==> config.mk <==
export PLATFORM = sky130hd
export DESIGN_NAME = mac_reply_framer_flat
export DESIGN_NICKNAME = d
export VERILOG_FILES = /design/src/rtl/aes_top_pack.sv /design/src/rtl/avalon_st_if.sv /design/src/rtl/mac_hdr_serializer.sv /design/src/rtl/mac_reply_framer.sv /design/src/flat_wrapper.sv
export SDC_FILE = /design/constraint.sdc
export NUM_CORES = 1
export LEC_CHECK = 0
export BUFFER_PORTS_ARGS = -buffer_cell sky130_fd_sc_hd__buf_2
export CAP_MARGIN = 15
export CORE_UTILIZATION = 49
export DETAILED_ROUTE_END_ITERATION = 6
export GPL_TIMING_DRIVEN = 0
export MAX_ROUTING_LAYER = met4
export PLACE_DENSITY = 0.74
export SYNTH_ARGS = -nofsm -noshare
export SYNTH_HDL_FRONTEND = slang
export SYNTH_HIERARCHICAL = 1
export SYNTH_SLANG_ARGS = --single-unit
==> constraint.sdc <==
create_clock -name clk -period 4.68 [get_ports clk]
set_input_delay 0.234 -clock clk [delete_from_list [all_inputs] [get_ports clk]]
set_output_delay 0.234 -clock clk [all_outputs]
set_load 0.02 [all_outputs]
==> src/rtl/aes_top_pack.sv <==
// Shared types and constants for the MAC reply framer.
// MAC_REPLY_PAD_EN adds the PAD state used to stretch short frames.
package aes_top_pack;

  localparam int unsigned MAC_ADDR_WIDTH  = 48;
  localparam int unsigned ETHERTYPE_WIDTH = 16;

  // Field offsets inside the 112-bit received header.
  localparam int unsigned HDR_DST_LSB = 64;
  localparam int unsigned HDR_SRC_LSB = 16;
  localparam int unsigned HDR_ETH_LSB = 0;

  localparam int unsigned BYTE_CNT_WIDTH = 11;
  localparam logic [BYTE_CNT_WIDTH-1:0] BYTE_CNT_MAX = '1;

  typedef enum logic [1:0] {
    StIdle,
    StHdr,
`ifdef MAC_REPLY_PAD_EN
    StPay,
    StPad
`else
    StPay
`endif
  } framer_state_e;

endpackage

==> src/rtl/avalon_st_if.sv <==
// Avalon-ST style stream bundle (data/valid/ready/sop/eop), ready latency 0.
interface avalon_st_if #(
  parameter int unsigned DATA_WIDTH = 8
);
  logic [DATA_WIDTH-1:0] data;
  logic                  valid;
  logic                  ready;
  logic                  sop;
  logic                  eop;

  modport source (output data, output valid, output sop, output eop, input ready);
  modport sink   (input data, input valid, input sop, input eop, output ready);
endinterface

==> src/rtl/mac_hdr_serializer.sv <==
// Header shift register (MSB byte first) plus saturating count of emitted frame bytes.
module mac_hdr_serializer
  import aes_top_pack::*;
#(
  parameter int unsigned DATA_WIDTH  = 8,
  parameter int unsigned HEADER_SIZE = 112
) (
  input  logic                      clk,
  input  logic                      rst,
  input  logic                      load,
  input  logic [HEADER_SIZE-1:0]    hdr_in,
  input  logic                      advance,
  output logic [DATA_WIDTH-1:0]     hdr_byte,
  output logic [BYTE_CNT_WIDTH-1:0] byte_cnt
);

  logic [HEADER_SIZE-1:0]    shift_q;
  logic [BYTE_CNT_WIDTH-1:0] cnt_q;

  always_ff @(posedge clk) begin
    if (rst) begin
      shift_q <= '0;
      cnt_q   <= '0;
    end else if (load) begin
      shift_q <= hdr_in;
      cnt_q   <= '0;
    end else if (advance) begin
      shift_q <= shift_q << DATA_WIDTH;
      if (cnt_q != BYTE_CNT_MAX) begin
        cnt_q <= cnt_q + 1'b1;
      end
    end
  end

  assign hdr_byte = shift_q[HEADER_SIZE-1 -: DATA_WIDTH];
  assign byte_cnt = cnt_q;

endmodule

==> src/rtl/mac_reply_framer.sv <==
// Builds an Ethernet reply header (dst/src swapped, own SRC_MAC) and prepends it to a payload.
// MAC_REPLY_PAD_EN: zero-pad frames shorter than MIN_FRAME_BYTES.
module mac_reply_framer
  import aes_top_pack::*;
#(
  parameter int unsigned                DATA_WIDTH      = 8,
  parameter int unsigned                HEADER_SIZE     = 112,
  parameter logic [MAC_ADDR_WIDTH-1:0]  SRC_MAC         = 48'h001C24174ACB,
  parameter int unsigned                MIN_FRAME_BYTES = 60
) (
  input  logic                   clk,
  input  logic                   rst,
  input  logic [HEADER_SIZE-1:0] hdr_data,
  input  logic                   hdr_valid,
  output logic                   hdr_ready,
  output logic                   hdr_drop,
  avalon_st_if.sink              payload_in,
  avalon_st_if.source            frame_out
);

  localparam logic [BYTE_CNT_WIDTH-1:0] HdrLast = BYTE_CNT_WIDTH'(HEADER_SIZE / DATA_WIDTH - 1);

  framer_state_e             state_q, state_d;
  logic [HEADER_SIZE-1:0]    held_q;
  logic                      full_q, full_d;
  logic                      drop_q, drop_d;
  logic [HEADER_SIZE-1:0]    reply_hdr;
  logic                      hdr_accept;
  logic                      load;
  logic                      advance;
  logic [DATA_WIDTH-1:0]     hdr_byte;
  logic [BYTE_CNT_WIDTH-1:0] byte_cnt;

  logic                  out_valid;
  logic [DATA_WIDTH-1:0] out_data;
  logic                  out_sop;
  logic                  out_eop;
  logic                  pay_ready;

  logic unused_dst;
  assign unused_dst = ^hdr_data[HDR_DST_LSB +: MAC_ADDR_WIDTH];

  assign reply_hdr = {hdr_data[HDR_SRC_LSB +: MAC_ADDR_WIDTH], SRC_MAC,
                      hdr_data[HDR_ETH_LSB +: ETHERTYPE_WIDTH]};

`ifdef MAC_REPLY_PAD_EN
  localparam logic [BYTE_CNT_WIDTH-1:0] MinCnt = BYTE_CNT_WIDTH'(MIN_FRAME_BYTES);
  logic [BYTE_CNT_WIDTH-1:0] byte_cnt_inc;
  // Count including the beat currently on the output.
  assign byte_cnt_inc = (byte_cnt == BYTE_CNT_MAX) ? byte_cnt : byte_cnt + 1'b1;
`endif

  always_comb begin
    state_d   = state_q;
    out_valid = 1'b0;
    out_data  = '0;
    out_sop   = 1'b0;
    out_eop   = 1'b0;
    pay_ready = 1'b0;
    load      = 1'b0;
    case (state_q)
      StIdle: begin
        if (payload_in.valid && payload_in.sop) begin
          // The sop beat is held back and forwarded as the first payload beat.
          if (full_q) begin
            load    = 1'b1;
            state_d = StHdr;
          end
        end else begin
          pay_ready = payload_in.valid;
        end
      end
      StHdr: begin
        out_valid = 1'b1;
        out_data  = hdr_byte;
        out_sop   = (byte_cnt == '0);
        if (frame_out.ready && byte_cnt == HdrLast) begin
          state_d = StPay;
        end
      end
      StPay: begin
        out_valid = payload_in.valid;
        out_data  = payload_in.data;
        pay_ready = frame_out.ready;
`ifdef MAC_REPLY_PAD_EN
        out_eop = payload_in.eop && (byte_cnt_inc >= MinCnt);
        if (payload_in.valid && frame_out.ready && payload_in.eop) begin
          state_d = out_eop ? StIdle : StPad;
        end
`else
        out_eop = payload_in.eop;
        if (payload_in.valid && frame_out.ready && payload_in.eop) begin
          state_d = StIdle;
        end
`endif
      end
`ifdef MAC_REPLY_PAD_EN
      StPad: begin
        out_valid = 1'b1;
        out_eop   = (byte_cnt_inc >= MinCnt);
        if (frame_out.ready && out_eop) begin
          state_d = StIdle;
        end
      end
`endif
      default: state_d = StIdle;
    endcase
  end

  // A header arriving while the register is being emptied takes the freed slot.
  assign hdr_accept = hdr_valid && (!full_q || load);
  assign drop_d     = hdr_valid && full_q && !load;
  assign full_d     = hdr_accept ? 1'b1 : (load ? 1'b0 : full_q);
  assign advance    = out_valid && frame_out.ready;

  always_ff @(posedge clk) begin
    if (rst) begin
      state_q <= StIdle;
      full_q  <= 1'b0;
      drop_q  <= 1'b0;
      held_q  <= '0;
    end else begin
      state_q <= state_d;
      full_q  <= full_d;
      drop_q  <= drop_d;
      if (hdr_accept) begin
        held_q <= reply_hdr;
      end
    end
  end

  mac_hdr_serializer #(
    .DATA_WIDTH  (DATA_WIDTH),
    .HEADER_SIZE (HEADER_SIZE)
  ) u_serializer (
    .clk      (clk),
    .rst      (rst),
    .load     (load),
    .hdr_in   (held_q),
    .advance  (advance),
    .hdr_byte (hdr_byte),
    .byte_cnt (byte_cnt)
  );

  assign hdr_ready        = !full_q;
  assign hdr_drop         = drop_q;
  assign frame_out.valid  = out_valid;
  assign frame_out.data   = out_data;
  assign frame_out.sop    = out_sop;
  assign frame_out.eop    = out_eop;
  assign payload_in.ready = pay_ready;

endmodule

==> src/flat_wrapper.sv <==
// flat-port wrapper written by rule: the top's interface ports become plain ports
module mac_reply_framer_flat import aes_top_pack::*;
#(
  parameter int unsigned                DATA_WIDTH      = 8,
  parameter int unsigned                HEADER_SIZE     = 112,
  parameter logic [MAC_ADDR_WIDTH-1:0]  SRC_MAC         = 48'h001C24174ACB,
  parameter int unsigned                MIN_FRAME_BYTES = 60
)
  (clk, rst, hdr_data, hdr_valid, hdr_ready, hdr_drop, payload_in_data, payload_in_valid, payload_in_sop, payload_in_eop, payload_in_ready, frame_out_data, frame_out_valid, frame_out_sop, frame_out_eop, frame_out_ready);
  avalon_st_if #(.DATA_WIDTH(DATA_WIDTH)) payload_in_i ();
  avalon_st_if #(.DATA_WIDTH(DATA_WIDTH)) frame_out_i ();
  input  logic clk;
  input  logic rst;
  input  logic [HEADER_SIZE-1:0] hdr_data;
  input  logic hdr_valid;
  output logic hdr_ready;
  output logic hdr_drop;
  input wire logic [$bits(payload_in_i.data)-1:0] payload_in_data;
  input wire logic [$bits(payload_in_i.valid)-1:0] payload_in_valid;
  input wire logic [$bits(payload_in_i.sop)-1:0] payload_in_sop;
  input wire logic [$bits(payload_in_i.eop)-1:0] payload_in_eop;
  output wire logic [$bits(payload_in_i.ready)-1:0] payload_in_ready;
  output wire logic [$bits(frame_out_i.data)-1:0] frame_out_data;
  output wire logic [$bits(frame_out_i.valid)-1:0] frame_out_valid;
  output wire logic [$bits(frame_out_i.sop)-1:0] frame_out_sop;
  output wire logic [$bits(frame_out_i.eop)-1:0] frame_out_eop;
  input wire logic [$bits(frame_out_i.ready)-1:0] frame_out_ready;
  assign payload_in_i.data = payload_in_data;
  assign payload_in_i.valid = payload_in_valid;
  assign payload_in_i.sop = payload_in_sop;
  assign payload_in_i.eop = payload_in_eop;
  assign payload_in_ready = payload_in_i.ready;
  assign frame_out_data = frame_out_i.data;
  assign frame_out_valid = frame_out_i.valid;
  assign frame_out_sop = frame_out_i.sop;
  assign frame_out_eop = frame_out_i.eop;
  assign frame_out_i.ready = frame_out_ready;
  mac_reply_framer #(.DATA_WIDTH(DATA_WIDTH), .HEADER_SIZE(HEADER_SIZE), .SRC_MAC(SRC_MAC), .MIN_FRAME_BYTES(MIN_FRAME_BYTES)) u_core (.clk(clk), .rst(rst), .hdr_data(hdr_data), .hdr_valid(hdr_valid), .hdr_ready(hdr_ready), .hdr_drop(hdr_drop), .payload_in(payload_in_i), .frame_out(frame_out_i));
endmodule
==> qor.txt, run 1 <==
Max cap viols: 0
Fin Clk Skew: 0.00818 ns
Synth Cell Area: 8300 um^2
IR drop worst, VDD: 0.325 mV
Vias in the first global route: 6168
Share of cells above drive strength 1: 13.7%
# setup viols final: 0
FFs w/ async S/R, synth: 0%
Detailed Routing Iterations Pass 1: 5
Crit-path cells: inv_1 -> ha_1 -> clkbuf_1 -> a21oi_1 -> nor2b_1 -> and2_1 -> buf_6 -> buf_2 -> buf_2 -> mux2i_1 -> nor2_1 -> a21oi_1 -> nor2_1
Hold Crit Class: in -> reg
Slowest CP cell: clkbuf_1
EDFF count, synth: 0
WP data required: 4.98 ns
Die width: 132 um
Largest net degree at the start of global routing: 19
Slew at the pin with the worst max-slew slack: 0.868 ns
Initial antenna violation count: 0
Area after DPL: 9140 um^2
Row count: 47
Die Footprint: 17500 um^2
Hpwl dp: 13900 um
Die Y: 132 um
Final period util: 56.5%
Most frequent cells after synthesis: nor2_1, dfxtp_1, mux2i_1
Grt total ovfl: 0
Area growth, synth to finish: 16.3%
Global-route wire length before repair: 31100 um
Overall routing resource usage: 23.1%
Post-Synthesis Mean Instance Area: 8.81 um^2
GP Congestion: 0.839
WL/cell: 14.8 um
DR vias/cell: 5.12
Seq/Total Area, Yosys: 46.3%
CTS tree: yes
DR vias: 6706
Post-CTS Setup Bufs: 0
Hold WS: 0.0394 ns
Fmax: 0.378 GHz
Final WL: 19400 um
Ant. Diodes: 0
IO Pins: 141
Startpoint Class: register
NumNets Final: 1213
CTS resizes: 0
Largest delay share family, worst path: buffers and inverters
Starting DRT DRC Count: 363
Cell area after layout: 9650 um^2
RSZ-0062 raised after global routing: false
Setup tns final: 0 ns
Count leader, synth: nor2_1
Starting Density: 50.0%
Antenna Nets Post-Route: 0
Max Slew Vio Count: 0
Total core area: 16600 um^2
Seq cells post-synth: 192
Crit path buffers/inverters: 5
Area leader, netlist: dfxtp_1
Post-CTS Hold Buffers: 0
PwrDens: 357 nW/um^2
Post-route minimum period: 2.64 ns
Slew Limit Headroom: 41.6%
Status: complete, no violations
Final Hold Viols: 0
Area contributors post-synth: dfxtp_1, mux2i_1, nor2_1
Setup CP Type: reg -> reg
Ys Warns: 6
Htree depth: 4
Port bufs: 91
Post-Syn Instances: 942
Worst-path maximum fanout: 10
DRC violations left: 0
Yosys cell types: 43
Clock root cell: clkbuf_16
CTS clock-pin slew for the worst setup and hold paths: 0.06 ns
Num Clock Sinks: 192
Yosys top cell area share: 46.3%
Maximum clock path buffer count: 2
Core Util, Final: 58.2%
Critical path capture point type: register
Dominant synthesized flop cell: dfxtp_1
Arr. time, crit path: 2.95 ns
Cts bufs inserted: 17
Latest clock arrival within the worst-skew pair: 0.43 ns
P_leak: 3.94 nW
Largest stage delay on the critical path: 0.34 ns
==> flip-flops by register name, summed over array words and instances, names as in the netlist <==
| signal | cells |
|---|---|
| u_core/full_q | 1 |
| u_core/hdr_drop | 1 |
| u_core/held_q | 65 |
| u_core/state_q | 2 |
| u_core/u_serializer/shift_q | 112 |
| u_core/u_serializer/byte_cnt | 11 |
==> per-layer routing <==
layer	routed length (um)	up-vias	track usage [%]
met2	9270	146	37.8
met1	9230	3124	29.4
met3	669	16	3.73
met5	0	-	-
li1	-	3420	-
met4	212	0	6.59
==> cells by family after synthesis <==
family          share of synthesized area, %
compound gates                          9.47
mux                                     20.4
simple gates                            17.5
xor+xnor                               0.106
other cells                           0.0452
flops                                   46.3
buf+inv                                 5.53
fa+ha+maj                              0.603
==> final timing paths <==
check | end | from | slack (ns) | depth (start not counted)
min reg2reg | u_core/u_serializer/shift_q[89]$_SDFFE_PP0P_ | u_core/held_q[89]$_SDFFE_PP0P_ | 0.48 | 2
max | u_core/u_serializer/shift_q[38]$_SDFFE_PP0P_ | u_core/state_q[1]$_SDFFE_PP0P_ | 2.04 | 13
max reg2reg | u_core/u_serializer/shift_q[38]$_SDFFE_PP0P_ | u_core/state_q[1]$_SDFFE_PP0P_ | 2.04 | 13
min | u_core/held_q[73]$_SDFFE_PP0P_ | hdr_data[25] | 0.04 | 3
==> final cells by class <==
cell class,instances,area (um^2)
fill,1554,6930
sequential,192,3840
multi-input combinational,696,4110
clock buffer,23,478
tap,220,275
clock inverter,5,33.8
inverter,7,26.3
buffer,77,433
timing repair buffer,91,455
==> cell usage in the layout, fill, tap and decap left out, drive strengths merged, types with 2 or more instances in the layout <==
| cell type | count |
|---|---|
| clkinvlp | 2 |
| nor2 | 286 |
| nand3 | 7 |
| o211ai | 3 |
| conb | 31 |
| buf | 124 |
| and2 | 2 |
| dfxtp | 192 |
| clkinv | 2 |
| nand4 | 5 |
| nor4 | 4 |
| nor3 | 2 |
| and3 | 3 |
| nor3b | 8 |
| nor2b | 9 |
| nand2 | 9 |
| a21oi | 118 |
| or3 | 3 |
| clkbuf | 67 |
| or4 | 4 |
| a22oi | 9 |
| mux2i | 169 |
| inv | 8 |
| ha | 4 |
| nand2b | 2 |
| o21ai | 6 |
| a31oi | 2 |
==> stage by stage <==
stage               total power, mW  std cells  worst slack [ns]
finish                         3.44       1311              2.04
global route                   3.57       1311              1.78
CTS                            3.46       1311              2.03
detailed placement             2.17       1283              2.08
global placement               2.16       1283              2.10
floorplan                      2.04        972              2.11
==> worst reg2reg max path: cells and delay by family (launching register included) <==
| kind | cells | cell delay [ns] |
|---|---|---|
| muxes | 1 | 0.26 |
| and+or+nand+nor | 4 | 0.43 |
| adders and majority gates | 1 | 0.14 |
| AOI/OAI and AO/OA | 2 | 0.22 |
| buffers and inverters | 5 | 1.16 |
| DFF | 1 | 0.32 |
==> where the power goes <==
group | leakage, nW | switching, mW | internal [mW]
Clock | 0.247 | 0.596 | 0.710
Combinational | 2.13 | 0.229 | 0.165
Sequential | 1.56 | 0.0442 | 1.70
No activity file was read; power rests on OpenSTA's default activity.
==> run 2, diff against run 1 <==
Settings changed: ABC_AREA set to 1.
Clock period 4.68 ns to 2.7 ns, I/O delays scaled along.
==> run 2 against run 1 <==
- combinational power grew to 3.0 times the previous value
- global-route usage up 3.1 points
- clock skew up 0.0052 ns
- flip-flop and latch count stayed put
- highest routed layer unchanged
- non-clock buffer count rose by 70
- critical endpoint is now u_core/u_serializer/shift_q[105]$_SDFFE_PP0P_
==> qor.txt, run 2 <==
Starting Density: 50.6% (was 50.0%)
Hold depth: 4 (was 3)
Final WL: 21800 um (was 19400 um)
NumNets Final: 1549 (was 1213)
Worst-path maximum fanout: 10 (unchanged)
WL/cell: 13.2 um (was 14.8 um)
Sequential Area: 3840 um^2 (unchanged)
Fillers: 1469 (was 1554)
Synth Cell Area: 8460 um^2 (was 8300 um^2)
Met3 wire len: 1020 um (was 669 um)
Worst Reg2Reg Path Length in Cells: 11 (was 13)
Area taken by multi-input logic gates: 3520 um^2 (was 4110 um^2)
Grt total ovfl: 0 (unchanged)
# setup viols final: 0 (unchanged)
Final Power: 6.68 mW (was 3.44 mW)
Int Power: 4.63 mW (was 2.57 mW)
Cts bufs inserted: 17 (unchanged)
Fin Clk Skew: 0.0134 ns (was 0.00818 ns)
Latest clock arrival within the worst-skew pair: 0.45 ns (was 0.43 ns)
Max layer used: met4 (unchanged)
Slew Limit Headroom: 53.1% (was 41.6%)
Vias in the first global route: 7488 (was 6168)
Max reg flops: 112 (unchanged)
Yosys top cell area share: 45.4% (was 46.3%)
Final Hold Viols: 0 (unchanged)
Area contributors post-synth: dfxtp_1, nand2_1, inv_1 (was dfxtp_1, mux2i_1, nor2_1)
Overall routing resource usage: 26.2% (was 23.1%)
Hold path start: payload_in_sop (was hdr_data[25])
Row count: 47 (unchanged)
Post-Syn Instances: 1210 (was 942)
Crit-path cells: inv_1 -> ha_1 -> clkinv_1 -> nor3b_4 -> nand2_2 -> inv_2 -> buf_2 -> nand2_1 -> nand3_1 -> nand2_1 -> inv_1 (was inv_1 -> ha_1 -> clkbuf_1 -> a21oi_1 -> nor2b_1 -> and2_1 -> buf_6 -> buf_2 -> buf_2 -> mux2i_1 -> nor2_1 -> a21oi_1 -> nor2_1)
Most frequent cells in the layout: nand2_1, dfxtp_1, inv_1 (was nor2_1, dfxtp_1, mux2i_1)
Met1 WL: 10000 um (was 9230 um)
Antenna Nets Post-Route: 0 (unchanged)
WP data required: 3.09 ns (was 4.98 ns)
Clk pwr share: 36.3% (was 38.0%)
Sw power: 2.05 mW (was 0.870 mW)
Seq cells post-synth: 192 (unchanged)
Slowest CP cell: nor3b_4 (was clkbuf_1)
Sw Share: 30.7% (was 25.3%)
Max Slew Vio Count: 0 (unchanged)
Hold Crit Class: in -> reg (unchanged)
Ys Warns: 6 (unchanged)
P_leak: 5.00 nW (was 3.94 nW)
Post-Place Worst Slack: -0.0367 ns (was 2.08 ns)
Final period util: 90.0% (was 56.5%)
Max cap viols: 0 (unchanged)
Sequential share of power: 45.9% (was 50.6%)
Seq/Total Area, Yosys: 45.4% (was 46.3%)
Post-Synthesis Mean Instance Area: 6.99 um^2 (was 8.81 um^2)
Share of cells above drive strength 1: 13.9% (was 13.7%)
Slew at the pin with the worst max-slew slack: 0.703 ns (was 0.868 ns)
Area leader, netlist: dfxtp_1 (unchanged)
Ant. Diodes: 0 (unchanged)
Die Footprint: 17800 um^2 (was 17500 um^2)
Hold EP: u_core/hdr_drop$_SDFF_PP0_ (was u_core/held_q[73]$_SDFFE_PP0P_)
CTS tree: yes (unchanged)
EDFF count, synth: 0 (unchanged)
Count leader, synth: nand2_1 (was nor2_1)
Post-route setup slack: 0.270 ns (was 2.04 ns)
IR drop worst, VDD: 0.491 mV (was 0.325 mV)
Status: complete, no violations (unchanged)
Post-route minimum period: 2.43 ns (was 2.64 ns)
Commonest non-fill, non-tap cell in the layout: nand2_1 (was nor2_1)
Startpoint Class: register (unchanged)
Critical path capture point type: register (unchanged)
Total core area: 16700 um^2 (was 16600 um^2)
Fmax: 0.412 GHz (was 0.378 GHz)
Gate power share: 17.8% (was 11.5%)
Largest net degree at the start of global routing: 20 (was 19)
Reg with most FFs: u_core/u_serializer/shift_q (unchanged)
CTS clock-pin slew for the worst setup and hold paths: 0.07 ns (was 0.06 ns)
RSZ-0062 raised after global routing: false (unchanged)
Area growth, synth to finish: 24.8% (was 16.3%)
Core Util, Final: 63.2% (was 58.2%)
R2R Path End: u_core/u_serializer/shift_q[105]$_SDFFE_PP0P_ (was u_core/u_serializer/shift_q[38]$_SDFFE_PP0P_)
Num Clock Sinks: 192 (unchanged)
WL met2: 10400 um (was 9270 um)
FFs w/ async S/R, synth: 0% (unchanged)
PwrDens: 633 nW/um^2 (was 357 nW/um^2)
R2r startpoint: u_core/state_q[0]$_SDFFE_PP0P_ (was u_core/state_q[1]$_SDFFE_PP0P_)
Most frequent cells after synthesis: nand2_1, dfxtp_1, inv_1 (was nor2_1, dfxtp_1, mux2i_1)
IO Pins: 141 (unchanged)
DRC violations left: 0 (unchanged)
Detailed Routing Iterations Pass 1: 7 (was 5)
Die Y: 133 um (was 132 um)
Clock root cell: clkbuf_16 (unchanged)
Die width: 133 um (was 132 um)
Arr. time, crit path: 2.81 ns (was 2.95 ns)
Dominant synthesized flop cell: dfxtp_1 (unchanged)
Hpwl dp: 14700 um (was 13900 um)
Global-route wire length before repair: 35700 um (was 31100 um)
DR vias: 8066 (was 6706)
Maximum clock path buffer count: 2 (unchanged)
Largest stage delay on the critical path: 0.41 ns (was 0.34 ns)
Setup CP Type: reg -> reg (unchanged)
Starting DRT DRC Count: 621 (was 363)
Worst Setup SP: u_core/state_q[0]$_SDFFE_PP0P_ (was u_core/state_q[1]$_SDFFE_PP0P_)
Htree depth: 4 (unchanged)
Port bufs: 92 (was 91)
DR vias/cell: 4.89 (was 5.12)
GP Congestion: 0.872 (was 0.839)
Yosys cell types: 31 (was 43)
R2r setup slk: 0.27 ns (was 2.04 ns)
Initial antenna violation count: 0 (unchanged)
==> run 2: cell count changes after synthesis, moves of 39 or more <==
cell	change
nor2_1	-108
a21oi_1	-88
o21ai_0	+67
o221ai_1	+39
mux2i_1	-169
nand2_1	+300
inv_1	+180
==> run 2: worst max path at each step <==
stage                                                     to  depth (start not counted)
6_report       u_core/u_serializer/shift_q[105]$_SDFFE_PP0P_                         11
2_1_floorplan   u_core/u_serializer/byte_cnt[4]$_SDFFE_PP0P_                         10
4_1_cts         u_core/u_serializer/shift_q[22]$_SDFFE_PP0P_                         11
3_3_place_gp   u_core/u_serializer/shift_q[105]$_SDFFE_PP0P_                         11
3_5_place_dp    u_core/u_serializer/shift_q[22]$_SDFFE_PP0P_                         11
5_1_grt        u_core/u_serializer/shift_q[105]$_SDFFE_PP0P_                         11
==> run 2: worst max-delay path, delay by kind of cell (launching register included) <==
family                   cells  cell delay, ns
adder cells (fa/ha/maj)      1            0.28
buffers and inverters        5            0.82
flip-flops                   1            0.36
AND/OR/NAND/NOR              5            0.91
==> run 2: routing by layer <==
metal	global-route usage, %	vias up
met5	-	-
met4	8.08	0
met3	4.72	24
met2	43.6	229
met1	32.2	3665
li1	-	4148
==> run 2: logic make-up (layout without fill, tap and decap cells) <==
kind of cell	Yosys count	after routing	synth area share, %
AND/OR/NAND/NOR	533	533	24.7
flip-flops	192	192	45.4
adder cells (fa/ha/maj)	4	4	0.592
buffers and inverters	272	463	14.4
other	1	31	0.0443
AO/OA/AOI/OAI	208	208	14.9
==> run 2: power groups by stage <==
stage	Sequential [mW]	Clock [mW]	Combinational (mW)
3_5_place_dp	3.13	0	1.08
2_1_floorplan	3.11	0	0.766
4_1_cts	3.07	2.47	1.17
6_report	3.07	2.43	1.19
3_3_place_gp	3.13	0	1.06
5_1_grt	3.09	2.59	1.32
==> run 2: timing repair <==
item	in CTS	in global routing
setup buffers	0	0
gates resized for setup	1	1
hold endpoints to repair	67	0
setup endpoints to repair	16	2
hold buffers	67	0
==> run 2: through the flow <==
step                      setup TNS, ns  hold WS, ns  instances  area (um^2)
after floorplan                       0        0.204       1240         8570
after global placement          -0.0534        0.365       1552         9310
after detailed placement        -0.0844        0.373       1552         9310
after CTS                             0        0.144       1651        10600
after global routing                  0        0.195       1651        10600
final                                 0        0.151       1651        10600
==> run 2: layout make-up <==
type	count	share of cell area [%]
sequential	192	36.4
buffer	79	4.66
tap	220	2.61
clock buffer	17	4.03
inverter	193	6.86
clock inverter	15	1.37
timing repair buffer	159	10.7
multi-input combinational	776	33.4
==> run 3, diff against run 2 <==
Settings changed: CTS_BUF_LIST set to sky130_fd_sc_hd__clkbuf_8, PLACE_DENSITY 0.74 to 0.68.
==> run 3 against run 2 <==
- flip-flop and latch count is the same
- setup slack lost 0.019 ns
- core utilization shrank 1.2 points
- non-clock buffer count shrank 1
- wire length shrank 0.58%
- largest cell class unchanged
- count of clock-buffer cells in the layout is the same
==> qor.txt, run 3 (synthesis results as in run 2) <==
CTS clock-pin slew for the worst setup and hold paths: 0.10 ns (was 0.07 ns)
Critical path capture point type: register (unchanged)
DRC violations left: 0 (unchanged)
Crit path buffers/inverters: 5 (unchanged)
Final WL: 21700 um (was 21800 um)
Hold Crit Class: in -> reg (unchanged)
DR vias: 7910 (was 8066)
Starting DRT DRC Count: 598 (was 621)
Global-route wire length before repair: 36100 um (was 35700 um)
NumNets Final: 1548 (was 1549)
Starting Density: 50.6% (unchanged)
Row count: 47 (unchanged)
Htree depth: 4 (unchanged)
Max reg flops: 112 (unchanged)
Share of cells above drive strength 1: 13.9% (about the same)
Final Power: 6.12 mW (was 6.68 mW)
Max cap viols: 0 (unchanged)
Reg with most FFs: u_core/u_serializer/shift_q (unchanged)
Commonest non-fill, non-tap cell in the layout: nand2_1 (unchanged)
Final std cells w/o fill: 1649 (was 1651)
Total core area: 16700 um^2 (unchanged)
Initial antenna violation count: 0 (unchanged)
Placed cells: 1552 (unchanged)
Hpwl dp: 14800 um (was 14700 um)
Largest delay share family, worst path: simple AND/OR/NAND/NOR gates (unchanged)
Setup tns final: 0 ns (unchanged)
Max Slew Vio Count: 0 (unchanged)
Post-CTS Setup Bufs: 0 (unchanged)
Fmax: 0.408 GHz (was 0.412 GHz)
Vias in the first global route: 7303 (was 7488)
Grt total ovfl: 0 (unchanged)
PwrDens: 590 nW/um^2 (was 633 nW/um^2)
Worst-path maximum fanout: 10 (unchanged)
Detailed Routing Iterations Pass 1: 5 (was 7)
Arr. time, crit path: 2.86 ns (was 2.81 ns)
IO Pins: 141 (unchanged)
Slowest CP cell: nor3b_2 (was nor3b_4)
# setup viols final: 0 (unchanged)
Clock root cell: clkbuf_8 (was clkbuf_16)
Largest stage delay on the critical path: 0.43 ns (was 0.41 ns)
Final period util: 90.7% (was 90.0%)
Maximum clock path buffer count: 2 (unchanged)
Ant. Diodes: 0 (unchanged)
P_leak: 4.90 nW (was 5.00 nW)
Worst Reg2Reg Path Length in Cells: 11 (unchanged)
RSZ-0062 raised after global routing: false (unchanged)
Sequential Area: 3840 um^2 (unchanged)
Die width: 133 um (unchanged)
DR vias/cell: 4.80 (was 4.89)
Port bufs: 92 (unchanged)
Slew Limit Headroom: 53.5% (was 53.1%)
Latest clock arrival within the worst-skew pair: 0.47 ns (was 0.45 ns)
Die Footprint: 17800 um^2 (unchanged)
Area growth, synth to finish: 22.5% (was 24.8%)
Overall routing resource usage: 26.4% (was 26.2%)
Largest net degree at the start of global routing: 19 (was 20)
GP Congestion: 0.838 (was 0.872)
Area taken by multi-input logic gates: 3520 um^2 (about the same)
Final Hold Viols: 0 (unchanged)
Setup CP Type: reg -> reg (unchanged)
Most frequent cells in the layout: nand2_1, dfxtp_1, inv_1 (unchanged)
Post-route setup slack: 0.252 ns (was 0.270 ns)
Num Clock Sinks: 192 (unchanged)
Fillers: 1592 (was 1469)
Startpoint Class: register (unchanged)
Fin Clk Skew: 0.0151 ns (was 0.0134 ns)
Status: complete, no violations (unchanged)
Slew at the pin with the worst max-slew slack: 0.697 ns (was 0.703 ns)
WP data required: 3.11 ns (was 3.09 ns)
CTS tree: yes (unchanged)
Antenna Nets Post-Route: 0 (unchanged)
Stages on worst setup path: 11 (unchanged)
WL/cell: 13.2 um (about the same)
Hold depth: 4 (unchanged)
Cts bufs inserted: 17 (unchanged)
Crit-path cells: inv_1 -> ha_1 -> clkinv_1 -> nor3b_2 -> nand2_2 -> inv_2 -> buf_2 -> nand2_1 -> o211ai_1 -> nand2_1 -> inv_1 (was inv_1 -> ha_1 -> clkinv_1 -> nor3b_4 -> nand2_2 -> inv_2 -> buf_2 -> nand2_1 -> nand3_1 -> nand2_1 -> inv_1)
Post-route minimum period: 2.45 ns (was 2.43 ns)
Die Y: 133 um (unchanged)
Hold WS: 0.115 ns (was 0.151 ns)
Post-Place Worst Slack: 0.0112 ns (was -0.0367 ns)
IR drop worst, VDD: 0.320 mV (was 0.491 mV)
==> run 3: changes by cell type in the layout (fill, tap and decap cells not counted), moves of 2 or more <==
cell | previous run | this run
clkbuf_16 | 17 | 0
clkbuf_8 | 0 | 17
bufinv_16 | 0 | 2
clkinv_8 | 2 | 0
clkinvlp_4 | 1 | 3
inv_8 | 3 | 1
==> run 3: path summary, 6_finish.rpt <==
check                                                            startpoint                                            to  slack, ns
worst max-delay path                         u_core/state_q[0]$_SDFFE_PP0P_  u_core/u_serializer/shift_q[22]$_SDFFE_PP0P_       0.25
worst min register to register  u_core/u_serializer/shift_q[0]$_SDFFE_PP0P_   u_core/u_serializer/shift_q[0]$_SDFFE_PP0P_       0.47
worst min-delay path                                         payload_in_sop                    u_core/full_q$_SDFFE_PP0P_       0.11
worst max register to register               u_core/state_q[0]$_SDFFE_PP0P_  u_core/u_serializer/shift_q[22]$_SDFFE_PP0P_       0.25
==> run 3: through the flow <==
stage | utilization [%] | instance area, um^2
CTS | 62.0 | 10400
detailed placement | 55.7 | 9310
global route | 62.0 | 10400
global placement | 55.7 | 9310
floorplan | - | 8570
finish | 62.0 | 10400
==> run 3: final cells by class <==
class                           instances  share of cell area (%)
Sequential cell                       192                    37.1
Multi-Input combinational cell        776                    33.9
Timing Repair Buffer                  158                    10.8
Inverter                              193                    6.99
Buffer                                 79                    4.75
Tap cell                              220                    2.66
Clock buffer                           17                    2.26
Clock inverter                         14                    1.51
==> run 3: report_power, final <==
group,switching [mW],internal (mW),total (mW)
logic,0.751,0.419,1.17
registers,0.0856,2.98,3.07
clock network,1.05,0.832,1.88
==> run 3: worst reg2reg max path, stage by stage (launching register included) <==
cell and delay [ns]:
dfxtp_1 0.37, inv_1 0.07, ha_1 0.28, clkinv_1 0.23, nor3b_2 0.44, nand2_2 0.24
inv_2 0.16, buf_2 0.23, nand2_1 0.14, o211ai_1 0.11, nand2_1 0.07, inv_1 0.05
==> run 3: layer usage <==
layer	vias up	wire, um	track usage (%)
met2	150	9980	41.5
li1	4141	-	-
met3	28	766	3.58
met4	0	447	9.53
met5	-	0	-
met1	3591	10500	34.8
==> run 3: timing repair <==
item / CTS / global route
endpoints found under the hold margin: 67 / 0
resized for setup: 1 / 0
hold buffers: 66 / 0
setup endpoints to repair: 1 / 0
